[config.mk]
export PLATFORM = sky130hd
export DESIGN_NAME = reg_dump_uart
export DESIGN_NICKNAME = d
export VERILOG_FILES = /design/src/rtl/reg_dump_uart.sv
export SDC_FILE = /design/constraint.sdc
export NUM_CORES = 1
export LEC_CHECK = 0
export ABC_AREA = 1
export BUFFER_PORTS_ARGS = -buffer_cell sky130_fd_sc_hd__buf_2
export CAP_MARGIN = 20
export CELL_PAD_IN_SITES_DETAIL_PLACEMENT = 0
export CELL_PAD_IN_SITES_GLOBAL_PLACEMENT = 1
export CORE_ASPECT_RATIO = 0.8
export CORE_UTILIZATION = 44
export CTS_BUF_LIST = sky130_fd_sc_hd__clkbuf_4 sky130_fd_sc_hd__clkbuf_8
export DETAILED_ROUTE_END_ITERATION = 6
export PLACE_DENSITY = 0.95
export SYNTH_ARGS = -nofsm -noshare
export SYNTH_HDL_FRONTEND = slang
export SYNTH_SLANG_ARGS = --single-unit
[constraint.sdc]
create_clock -name clk -period 2.9 [get_ports clk]
set_clock_uncertainty 0.2 [all_clocks]
set_input_delay 0.725 -clock clk [delete_from_list [all_inputs] [get_ports clk]]
set_output_delay 0.725 -clock clk [all_outputs]
set_load 0.01 [all_outputs]
[src/rtl/reg_dump_uart.sv]
// Register-file dump engine: stalls the core, walks debug_reg_addr over every register
// and streams a sync header plus each 64-bit value (MSB byte first) out as 8N1 UART frames.
module reg_dump_uart #(
    parameter int          CLKS_PER_BIT = 868,
    parameter int          NUM_REGS     = 32,
    parameter logic [7:0]  HEADER       = 8'hA5
) (
    input  logic        clk,
    input  logic        rst,
    input  logic        start,
    input  logic [63:0] debug_reg_data,
    output logic [4:0]  debug_reg_addr,
    output logic        cpu_stall,
    output logic        busy,
    output logic        done,
    output logic        uart_tx
);

    // state | meaning
    // IDLE  | waiting for start, line idle
    // HDR   | sending the sync header frame
    // FETCH | one cycle: address the core, capture its register value
    // BYTES | sending the 8 captured bytes back-to-back
    // FIN   | done pulse cycle, then back to IDLE
    typedef enum logic [2:0] {IDLE, HDR, FETCH, BYTES, FIN} state_t;

    localparam int              BW        = (CLKS_PER_BIT > 1) ? $clog2(CLKS_PER_BIT) : 1;
    localparam logic [BW-1:0]   BAUD_LAST = BW'(CLKS_PER_BIT - 1);
    localparam logic [4:0]      LAST_REG  = 5'(NUM_REGS - 1);

    state_t        state;
    logic [BW-1:0] baud;
    logic [3:0]    bit_cnt;
    logic [2:0]    byte_cnt;
    logic [63:0]   shreg;
    logic [7:0]    cur_byte;
    logic          next_bit;
    logic          bit_end;

    // bit_cnt names the bit currently on the line; next_bit is what follows it
    always_comb begin
        cur_byte = (state == HDR) ? HEADER : shreg[63:56];
        next_bit = 1'b1;
        if (bit_cnt < 4'd8)
            next_bit = cur_byte[bit_cnt[2:0]];
        bit_end  = (baud == BAUD_LAST);
    end

    always_ff @(posedge clk) begin
        if (!rst) begin
            state          <= IDLE;
            baud           <= '0;
            bit_cnt        <= '0;
            byte_cnt       <= '0;
            shreg          <= '0;
            debug_reg_addr <= '0;
            cpu_stall      <= 1'b0;
            busy           <= 1'b0;
            done           <= 1'b0;
            uart_tx        <= 1'b1;
        end else begin
            done <= 1'b0;
            case (state)
                IDLE: begin
                    if (start) begin
                        state     <= HDR;
                        busy      <= 1'b1;
                        cpu_stall <= 1'b1;
                        uart_tx   <= 1'b0;
                        baud      <= '0;
                        bit_cnt   <= '0;
                    end
                end
                HDR, BYTES: begin
                    if (!bit_end) begin
                        baud <= baud + 1'b1;
                    end else begin
                        baud <= '0;
                        if (bit_cnt != 4'd9) begin
                            bit_cnt <= bit_cnt + 4'd1;
                            uart_tx <= next_bit;
                        end else begin
                            bit_cnt <= '0;
                            if (state == HDR) begin
                                state          <= FETCH;
                                uart_tx        <= 1'b1;
                                debug_reg_addr <= '0;
                            end else if (byte_cnt != 3'd7) begin
                                byte_cnt <= byte_cnt + 3'd1;
                                shreg    <= shreg << 8;
                                uart_tx  <= 1'b0;
                            end else if (debug_reg_addr == LAST_REG) begin
                                state          <= FIN;
                                uart_tx        <= 1'b1;
                                byte_cnt       <= '0;
                                debug_reg_addr <= '0;
                                done           <= 1'b1;
                                busy           <= 1'b0;
                                cpu_stall      <= 1'b0;
                            end else begin
                                state          <= FETCH;
                                uart_tx        <= 1'b1;
                                byte_cnt       <= '0;
                                debug_reg_addr <= debug_reg_addr + 5'd1;
                            end
                        end
                    end
                end
                FETCH: begin
                    shreg    <= debug_reg_data;
                    uart_tx  <= 1'b0;
                    baud     <= '0;
                    bit_cnt  <= '0;
                    byte_cnt <= '0;
                    state    <= BYTES;
                end
                FIN:     state <= IDLE;
                default: state <= IDLE;
            endcase
        end
    end

endmodule
## Word level (Yosys, flattened, before mapping)

Index checks and enable logic that the tools add are counted.
Widths: inputs -> output; s select.

| word-level totals | value |
|---|---|
| output and inout port bits | 9 |
| word-level logic and storage cells | 93 |
| bits of input ports | 67 |
| flip-flop bits (word level) | 92 |

| operators by class | value |
|---|---|
| reductions and logical operators | 13 |
| mux-type cells | 45 |
| eq/ne operators | 16 |
| $add $sub $neg | 4 |
| bitwise operators | 4 |
| order comparisons | 2 |

Operators with widths:

| operator | count |
|---|---|
| $mux 64 | 4 |
| $pmux 64 s2 | 1 |
| $mux 3 | 10 |
| $pmux 10 s3 | 1 |
| $mux 10 | 2 |
| $ne 2x2->1 const B | 8 |
| $mux 5 | 3 |
| $mux 1 | 14 |
| $mux 4 | 3 |
| $pmux 4 s3 | 1 |
| $reduce_and 4->1 | 3 |
| $add 10x1->10 const B | 1 |
| $eq 10x10->1 const B | 1 |
| $pmux 3 s3 | 1 |
| $mux 8 | 1 |
| $reduce_and 7->1 | 1 |
| $eq 3x2->1 const B | 2 |
| $ne 3x3->1 const B | 2 |
| $pmux 3 s2 | 1 |
| $reduce_or 6->1 | 1 |
| $add 5x1->5 const B | 1 |
| $eq 5x5->1 const B | 1 |
| $reduce_and 5->1 | 1 |
| $add 4x1->4 const B | 1 |
| 15 further kinds | 19 |

## Logic depth before layout (Yosys ltp)

| logic depth | value |
|---|---|
| word-level depth | 8 |
| mapped depth | 11 |
| gate-level depth less buffers | 11 |

## Worst setup path before layout

Ideal clock, no wire load.

| path | value |
|---|---|
| path kind | reg-to-reg |
| from | register bit_cnt[1] |
| to | register shreg[57] |
| library setup time | 115 ps |
| arrival | 1601 ps |
| path buffers | 2 |
| slack | 984 ps |
| period minus slack after synthesis | 1916 ps |
| cell stages (with the launch flop) | 12 |
| required time | 2585 ps |
| cells stage by stage | dfxtp_1 -> inv_1 -> ha_1 -> nand3_1 -> nand2_2 -> nand2_1 -> nor3_2 -> buf_4 -> buf_2 -> nand3_1 -> nand2_1 -> nor2_1 |

| on the way | value |
|---|---|
| cells in the longest elaborated chain, start to end | 3 |

Ends and longest elaborated chain:

| element | line | RTL |
|---|---|---|
| start: declaration | 33 | `logic [3:0] bit_cnt;` |
| start signal: assignment | 80 | `bit_cnt <= bit_cnt + 4'd1;` |
| $ne 4x4->1 | 79 | `if (bit_cnt != 4'd9) begin` |
| $ne 2x2->1 (no source line) | -- |  |
| $reduce_and 5->1 (no source line) | -- |  |
| end signal: assignment | 90 | `shreg <= shreg << 8;` |
| end signal: assignment | 110 | `shreg <= debug_reg_data;` |
| end: declaration | 35 | `logic [63:0] shreg;` |

No other way between the ends.
A chain may end at the register's enable or synchronous reset.

## Worst setup path after layout

| path | value |
|---|---|
| from | register bit_cnt[1] |
| to | register shreg[7] |

Same word-level chain as after synthesis.

==> results.ini <==
[worst_setup_path]
cp.buffers_inverters=2
r2r_end=shreg[7]
r2r_start=bit_cnt[1]
crit_chain=inv_1 > ha_1 > nand3_1 > nand2_2 > nand2_1 > nor3_4 > buf_12 > nand3_1 > nand2_1 > nor2_1
crit_path_start_kind=flip-flop
cp_max_fo=71
startpoint=bit_cnt[1]
end_kind=flip-flop
cp_top_family=simple AND/OR/NAND/NOR gates
slowest_delay_ns=0.37
arrival_ns=2.35
crit_type=reg2reg
critPathRequiredTime_ns=2.96
rrSetupSlack_ns=0.61
cp_slowest_cell=dfxtp_1
ff2ff_path_depth=10

[pwr]
ir_drop_uv=251
power_uw=3370
cellPowerDensity_nw_per_um2=579
p_leak_uw=0.00277

[clock_tree]
cts_tree=yes
cts_root_buf=clkbuf_8
clkTransAtPathRegs_ns=0.08
postCtsSetupRepairBufs=0
clock_latency_ns=0.37
cts.sink_count=92
numCtsBuffers=9
cts_buffer_depth=2
postCtsHoldBufs=0
ctsResizeCount=0
cts_max_level=3

[timing]
drv_slew=0
min_period_ns=2.29
slew_headroom=0.589
worst-slew-pin-transition_ns=0.617
setup_viol=0
min_period_over_period=0.789
final_hold_viol_count=0
rsz0062_at_grt=false
worst_slack_ns=0.612
fmax_mhz=437
tns_ns=0

[final_layout]
n_antenna_cell=0
fin_area_sq_um=5820
final_common_cell=nand2_1
final_cell_mix=nand2_1, nor2_1, dfxtp_1
synthToLayoutAreaGrowth_pct=12.7
drive_above_1_share=0.124
fin_nets=985
utilization=0.522

[job]
maxCapViolCount=0

[hold_path]
hold_path_depth=2
hold_class=reg2reg
worstHoldStart=byte_cnt[1]
hold_end=byte_cnt[1]

[route]
drt_wl_total_mm=12.3
vias=5201
drt_iter0_drc=406
detail-route-antenna-nets=0
firstDrtPassIters=5
drcViolationCount=0
wire_per_inst_um=11.6
avgViaCountPerCell=4.92

[synth]
synth_fp_nets=939
ys_ff_latch=92
yosys_warnings=0
seq_area_frac_synth=0.357
synth_flop_cell=dfxtp_1
synth_edf_count=0
synth_cell_type_count=24
synth.avg_cell_area_sq_um=5.97
netlist_instances=865
async_flop_share=0
syn-cell-area_sq_um=5160

[floorplanning]
start_util=0.463
io_pins=76
dieArea_sq_um=12200
core-area_sq_um=11100
die_w_um=123
die_y_um=98.9
rows=34

[global_routing]
grt_usage=0.214
grt_pass1_vias=4441
grt_max_degree=72
grt_pass1_wl_mm=20.9
overflow=0
grt_antenna_before_repair=0

[run_status]
outcome=completed

[placement]
dp_hpwl_mm=8.22
pre_cts_slack_ns=0.651
io_buffers=75
placed_area_sq_um=5630
gp_congestion=0.806

## final cells by class
cell class / count / area, sq um
fillers: 1204 / 5320
multi-input cells: 627 / 2750
flip-flops and latches: 92 / 1840
repair buffers: 88 / 510
inverters: 93 / 349
well taps: 144 / 180
clock buffers: 12 / 159
clock inverters: 2 / 35.0
## how the worst max path moves through the flow
| stage | slack, ns | endpoint | cells after the start |
|---|---|---|---|
| final | 0.61 | shreg[7] | 10 |
| after global routing | 0.38 | shreg[41] | 10 |
| after CTS | 0.63 | shreg[24] | 10 |
| after detailed placement | 0.65 | shreg[23] | 10 |
| after global placement | 0.70 | shreg[23] | 10 |
| after floorplan | 0.98 | shreg[57] | 11 |
## power by group
group	total [uW]	internal, uW	leakage [uW]	switching (uW)
registers	1490	1410	0.000750	81.4
logic	1010	364	0.00191	641
clock network	878	445	0.000102	433
## cell usage after synthesis, types with 2 or more instances
cell / count / area share
nand2_1: 313 / 0.23
nor2_1: 93 / 0.068
dfxtp_1: 92 / 0.36
inv_1: 90 / 0.065
nand3_1: 90 / 0.087
a21oi_1: 83 / 0.080
buf_2: 23 / 0.022
clkbuf_1: 18 / 0.013
nor3_1: 12 / 0.012
nand4_1: 9 / 0.011
buf_1: 8 / 0.0058
ha_1: 7 / 0.017
o21ai_0: 7 / 0.0068
buf_4: 4 / 0.0058
inv_2: 3 / 0.0022
xor2_1: 3 / 0.0051
nand2_2: 2 / 0.0024
o21bai_1: 2 / 0.0029
## worst min-delay path: stages, from the launching register on
cell	delay (ns)
dfxtp_1	0.32
nand2_1	0.06
a21oi_1	0.05
## state kept, by name, summed over array words and instances (netlist names)
| name | flops |
|---|---|
| shreg | 64 |
| baud | 10 |
| debug_reg_addr | 5 |
| bit_cnt | 4 |
| byte_cnt | 3 |
| state | 3 |
| busy | 1 |
| done | 1 |
| uart_tx | 1 |
## layer usage
layer	GRT usage	vias up	share of wire
met5	0	-	0
met4	0.0565	0	0.0098
met3	0.0451	9	0.052
met2	0.314	121	0.43
met1	0.314	2280	0.51
li1	-	2791	-
## kinds of logic (layout without fill, tap and decap cells)
family,count (synthesis),after routing,synth area share
compound gates,93,93,0.0916
xor+xnor,3,3,0.00509
fa+ha+maj,7,7,0.0170
buf+inv,146,195,0.115
flops,92,92,0.357
simple gates,524,524,0.415
## stage by stage
step,hold WS (ns),instances
6_report,0.270,1058
5_1_grt,0.305,1058
4_1_cts,0.274,1058
3_5_place_dp,0.265,1044
3_3_place_gp,0.261,1044
2_1_floorplan,0.240,865
Power figures use the tool's default switching activity.
